File: config.mk
export PLATFORM = sky130hd
export DESIGN_NAME = keyword_decision_filter
export DESIGN_NICKNAME = d
export VERILOG_FILES = /design/src/rtl/kws_pkg.sv /design/src/rtl/kw_history_buffer.sv /design/src/rtl/keyword_decision_filter.sv
export SDC_FILE = /design/constraint.sdc
export NUM_CORES = 1
export LEC_CHECK = 0
export CAP_MARGIN = 20
export CELL_PAD_IN_SITES_DETAIL_PLACEMENT = 1
export CELL_PAD_IN_SITES_GLOBAL_PLACEMENT = 1
export CORE_MARGIN = 4
export CORE_UTILIZATION = 54
export CTS_CLUSTER_DIAMETER = 50
export DETAILED_ROUTE_END_ITERATION = 7
export GPL_TIMING_DRIVEN = 0
export PLACE_DENSITY_LB_ADDON = 0.3
export SETUP_SLACK_MARGIN = 0.15
export SYNTH_ARGS = -nofsm -noshare
export SYNTH_HDL_FRONTEND = slang
export SYNTH_HIERARCHICAL = 1
export SYNTH_SLANG_ARGS = --single-unit
File: constraint.sdc
create_clock -name clk -period 7.7 [get_ports clk]
set_input_delay 1.925 -clock clk [delete_from_list [all_inputs] [get_ports clk]]
set_output_delay 1.925 -clock clk [all_outputs]
set_load 0.01 [all_outputs]
File: src/rtl/kws_pkg.sv
// kws_pkg: shared keyword-spotting types, constants and the ceilLog2 helper
package kws_pkg;
  localparam int KEYWORD_WIDTH = 4;
  localparam logic [KEYWORD_WIDTH-1:0] SILENCE_KEYWORD = 4'd0;
  localparam int NUM_CLASSES = 16;
  typedef enum logic [1:0] {RUN, EMIT, HOLDOFF} kdf_state_t;
  // smallest r with 2**r >= x (0 for x <= 1)
  function automatic int ceilLog2(input int x);
    int r = 0;
    while ((1 << r) < x) r++;
    return r;
  endfunction
endpackage

File: src/rtl/kw_history_buffer.sv
// kw_history_buffer: circular store of the last WINDOW labels
// Ports: clk; rst (async, active-low); wr_en/wr_data write the label at the
// pointer and advance it; evicted is the slot the next write will overwrite.
module kw_history_buffer import kws_pkg::*; #(
  parameter int WINDOW = 8
) (
  input  logic                     clk,
  input  logic                     rst,
  input  logic                     wr_en,
  input  logic [KEYWORD_WIDTH-1:0] wr_data,
  output logic [KEYWORD_WIDTH-1:0] evicted
);
  localparam int PW = ceilLog2(WINDOW);
  logic [KEYWORD_WIDTH-1:0] r_slot [WINDOW];
  logic [PW-1:0]            r_ptr;
  assign evicted = r_slot[r_ptr];
  always_ff @(posedge clk or negedge rst)
    if (!rst) begin
      r_slot <= '{default: '0};
      r_ptr  <= '0;
    end else if (wr_en) begin
      r_slot[r_ptr] <= wr_data;
      r_ptr         <= (r_ptr == PW'(WINDOW - 1)) ? '0 : r_ptr + PW'(1);
    end
endmodule

File: src/rtl/keyword_decision_filter.sv
// keyword_decision_filter: supermajority vote over recent keyword labels with hold-off
// Ports: clk; rst (async, active-low); kw_valid/kw_ready/kw_in label input
// stream; det_valid/det_ready/det_keyword/det_count detection output stream.
module keyword_decision_filter import kws_pkg::*; #(
  parameter int WINDOW    = 8,
  parameter int THRESHOLD = 5,
  parameter int HOLDOFF   = 4,
  localparam int WIDTH_CNT = ceilLog2(WINDOW + 1)
) (
  input  logic                     clk,
  input  logic                     rst,
  input  logic                     kw_valid,
  output logic                     kw_ready,
  input  logic [KEYWORD_WIDTH-1:0] kw_in,
  output logic                     det_valid,
  input  logic                     det_ready,
  output logic [KEYWORD_WIDTH-1:0] det_keyword,
  output logic [WIDTH_CNT-1:0]     det_count
);
  if (WINDOW < 2 || WINDOW > 16 || THRESHOLD <= WINDOW / 2 || THRESHOLD > WINDOW ||
      HOLDOFF < 0 || HOLDOFF > 255) begin : g_bad_params
    $error("keyword_decision_filter: illegal WINDOW/THRESHOLD/HOLDOFF combination");
  end
  kdf_state_t               r_state, w_state_n;
  logic [WIDTH_CNT-1:0]     r_count [NUM_CLASSES];
  logic [7:0]               r_hold;
  logic                     r_det_valid;
  logic [KEYWORD_WIDTH-1:0] r_det_kw;
  logic [WIDTH_CNT-1:0]     r_det_cnt;
  logic [KEYWORD_WIDTH-1:0] w_evicted;
  logic [WIDTH_CNT-1:0]     w_new_cnt;
  logic                     w_acc, w_same, w_fire, w_ack;
  kw_history_buffer #(.WINDOW(WINDOW)) u_hist (
    .clk     (clk),
    .rst     (rst),
    .wr_en   (w_acc),
    .wr_data (kw_in),
    .evicted (w_evicted)
  );
  assign w_acc     = kw_valid && kw_ready;
  assign w_same    = w_evicted == kw_in;
  // count after this accept: +1 for the incoming label unless it replaces itself
  assign w_new_cnt = r_count[kw_in] + WIDTH_CNT'(!w_same);
  assign w_ack     = r_state == EMIT && det_ready;
  assign det_valid   = r_det_valid;
  assign det_keyword = r_det_kw;
  assign det_count   = r_det_cnt;
  always_comb begin
    w_state_n = r_state;
    kw_ready  = r_state != EMIT;
    w_fire    = 1'b0;
    case (r_state)
      RUN:
        if (w_acc && kw_in != SILENCE_KEYWORD && w_new_cnt >= WIDTH_CNT'(THRESHOLD)) begin
          w_fire    = 1'b1;
          w_state_n = EMIT;
        end
      EMIT:
        if (det_ready) w_state_n = (HOLDOFF > 0) ? kws_pkg::HOLDOFF : RUN;
      kws_pkg::HOLDOFF:
        if (w_acc && r_hold == 8'd1) w_state_n = RUN;
      default: w_state_n = RUN;
    endcase
  end
  always_ff @(posedge clk or negedge rst)
    if (!rst) begin
      r_state     <= RUN;
      r_hold      <= '0;
      r_det_valid <= 1'b0;
      r_det_kw    <= '0;
      r_det_cnt   <= '0;
    end else begin
      r_state <= w_state_n;
      if (w_fire) begin
        r_det_valid <= 1'b1;
        r_det_kw    <= kw_in;
        r_det_cnt   <= w_new_cnt;
      end else if (w_ack) r_det_valid <= 1'b0;
      if (w_ack) r_hold <= 8'(HOLDOFF);
      else if (w_acc && r_state == kws_pkg::HOLDOFF) r_hold <= r_hold - 8'd1;
    end
  always_ff @(posedge clk or negedge rst)
    if (!rst) begin
      for (int i = 0; i < NUM_CLASSES; i++) r_count[i] <= (i == 0) ? WIDTH_CNT'(WINDOW) : '0;
    end else if (w_acc && !w_same) begin
      r_count[kw_in]     <= r_count[kw_in] + WIDTH_CNT'(1);
      r_count[w_evicted] <= r_count[w_evicted] - WIDTH_CNT'(1);
    end
  for (genvar c = 0; c < NUM_CLASSES; c++) begin : g_cnt_bound
    a_cnt_max: assert property (@(posedge clk) disable iff (!rst) r_count[c] <= WIDTH_CNT'(WINDOW));
  end
  a_cnt_underflow: assert property (@(posedge clk) disable iff (!rst)
    (w_acc && !w_same) |-> r_count[w_evicted] != '0);
endmodule

==> results.yml <==
die:
  io_pins: 18
  fp.dieH_um: 127
  die_area_um2: 16000
  die_w_um: 127
  core_area_um2: 13800
  num_rows: 43
  initial_core_util_pct: 55.0
clock_network:
  cts_tree: "built"
  htreeDepth: 4
  clk_pin_slew_ps: 50
  clockRootBuffer: "clkbuf_16"
  clock_path_buffers: 2
  clock_latency_ps: 440
  cts_resized: 0
  clock_sinks: 118
  postCtsSetupRepairBufs: 0
  cts_buffers: 17
  postCtsHoldBufs: 0
setup_path:
  path_max_fanout: 10
  setup.worst_path.start: "kw_in[1]"
  reg2reg_to: "r_count[17]"
  slowest_delay_ps: 750
  cp_top_family: "buffers and inverters"
  critPathCapture: "det_keyword[0]"
  worstPathArrival_ps: 6410
  worstPathRequired_ps: 8020
  crit_type: "input port to flip-flop"
  crit_slowest_cell: "clkdlybuf4s50_1"
  reg2reg_slack_ps: 2450
  cp_num_buf_inv: 5
  start_kind: "input port"
  ff2ff_path_depth: 15
  cp_cell_sequence: "clkdlybuf4s50_1 > buf_2 > buf_2 > mux4_1 > nand2_1 > and3_1 > buf_2 > inv_1 > ha_1 > and3b_1 > a22o_1 > a31oi_1 > o211ai_1 > o211ai_4 > mux2_4"
  cpMostUsedCell: "buf_2"
  endpoint_kind: "flip-flop"
  crit_cells: 15
  r2r-start: "u_hist/r_ptr[2]"
timing:
  finClkSkew_ps: 11.4
  max_slew_margin_pct: 27.9
  rsz0062_at_grt: "no"
  fin_tns_setup_ps: 0
  worstMarginPinSlew_ps: 1070
  finalCritPeriodShare_pct: 79.1
  clock.fmax_ghz: 0.164
  final_max_slew_viol_count: 0
  setup_viol_count_final: 0
  period_minus_slack_ps: 6090
  hold_viol: 0
worst_hold_path:
  min_path_type: "flip-flop to flip-flop"
logic_synthesis:
  synth_most_common_cell: "dfrtp_1"
  avgSynthCellArea_um2: 10.0
  ys_top_cells_by_count: "117 x dfrtp_1, 79 x nand2_1, 48 x nor2_1, 45 x a21oi_1, 31 x o22ai_1"
  synth_area_leaders: "dfrtp_1 38%, mux4_2 6.5%, nand2_1 3.9%, mux4_1 3.5%, mux2i_1 3.0%"
  synth-edff-count: 0
  syn_inst: 760
  ys_warn_count: 6
  synthArstFlopShare_pct: 100
  yosys.area.top_type: "dfrtp_1"
  syn-num-nets: 776
  ys_seq_area_share_pct: 38.8
  ys_ff_latch: 118
  synthFlopType: "dfrtp_1"
  syn-cell-area_um2: 7600
  synth_cell_types: 68
  yosysTopAreaCellShare_pct: 38.5
detailed_routing:
  viasPerCell: 7.22
  drc: 0
  drt_iter0_markers: 906
  finalWirelength_mm: 28.7
  ant_nets: 0
  vias: 7137
  first_pass_iters: 7
  wl_per_cell_um: 29.0
placement:
  hpwl_mm: 20.3
  placed_cell_area_um2: 8030
  gp_congestion: 0.972
  port_buffers: 17
cells_and_area:
  diodes: 0
  syn_to_final_growth_pct: 13.3
  fin_area_um2: 8610
  n_fill_cell: 1513
  seq_area_um2: 2950
  layout.nets: 813
  drive_gt1_share_pct: 14.8
  multi_input_area_um2: 4300
global_route:
  overflow: 0
  grt_pass1_wl_mm: 45.0
  antenna_found_initial: 0
  grt_max_degree: 64
  grt_usage_pct: 36.8
  grt_pass1_vias: 7743
status:
  run_status: "finished clean"
job:
  maxCapViolCount: 0
sequential cells by signal, summed over array words and instances (netlist names):
signal,cells
det_valid,1
u_hist/r_slot,32
det_count,4
u_hist/r_ptr,3
r_hold,8
r_count,64
r_state,2
det_keyword,4
metrics by stage:
step / hold WS [ps] / worst slack (ps) / util (%) / instances
floorplan: 457 / 2850 / - / 760
global placement: 462 / 235 / 57.9 / 957
detailed placement: 484 / 1310 / 58.1 / 958
CTS: 496 / 1670 / 62.3 / 989
global route: 513 / 1440 / 62.3 / 989
finish: 493 / 1610 / 62.3 / 989
placed cells by master, fill, tap and decap left out, types with 5 or more instances in the layout:
cell type	Yosys	final
nor4_1	5	5
a21oi_1	45	45
nand4_1	12	12
a31oi_1	12	12
dfrtp_1	117	117
mux2_1	12	12
buf_4	5	5
buf_2	18	18
o21ai_0	21	21
clkdlybuf4s50_1	0	16
and3_1	7	7
mux2i_1	23	23
inv_1	8	8
nand2b_1	15	15
nor3b_1	10	10
nor2b_1	16	16
nor2_1	48	48
nand2_1	79	79
mux4_1	10	10
mux4_2	22	22
xnor2_1	12	12
o22ai_1	31	31
nor3_1	27	27
mux2_4	8	8
o211ai_1	18	18
and2_1	10	10
nand3_1	27	27
o221ai_1	18	18
clkbuf_1	28	31
ha_1	8	8
a22oi_1	6	6
o21a_1	6	6
clkbuf_16	0	17
mux2_2	19	19
how the worst min path moves through the flow:
stage | start | end | slack [ps] | cells after the start
after floorplan | u_hist/r_slot[9] | u_hist/r_slot[9] | 460 | 1
after global placement | det_valid | det_valid | 460 | 1
after detailed placement | u_hist/r_slot[10] | u_hist/r_slot[10] | 480 | 1
after CTS | u_hist/r_slot[10] | u_hist/r_slot[10] | 500 | 1
after global routing | det_valid | det_valid | 510 | 1
final | u_hist/r_slot[0] | u_hist/r_slot[0] | 490 | 1
kinds of logic after synthesis:
| family | count (synthesis) | synth area share (%) |
|---|---|---|
| multiplexers | 95 | 19.5 |
| AND/OR/NAND/NOR | 276 | 18.5 |
| adder cells (fa/ha/maj) | 8 | 1.32 |
| buffers and inverters | 69 | 4.61 |
| flip-flops | 118 | 38.8 |
| AO/OA/AOI/OAI | 180 | 15.7 |
| XOR/XNOR | 14 | 1.61 |
area by class of cell:
class	instances	area share, %
plain buffers	60	3.67
clock buffers	24	5.71
clock inverters	7	1.09
inverters	9	0.392
multi-input cells	573	49.9
flip-flops and latches	118	34.3
well taps	180	2.61
repair buffers	18	2.31
layer usage:
layer / vias to the layer above / track usage (%) / share of wire, %
met5: - / 0 / 0
met4: 0 / 23.5 / 6.7
met3: 151 / 9.26 / 8.8
met2: 510 / 59.6 / 48
met1: 3531 / 43.8 / 37
li1: 2945 / - / -
Power is left out: the tool's default activity adds up to more than one toggle a clock period on the data nets, which glitch-free logic cannot reach.
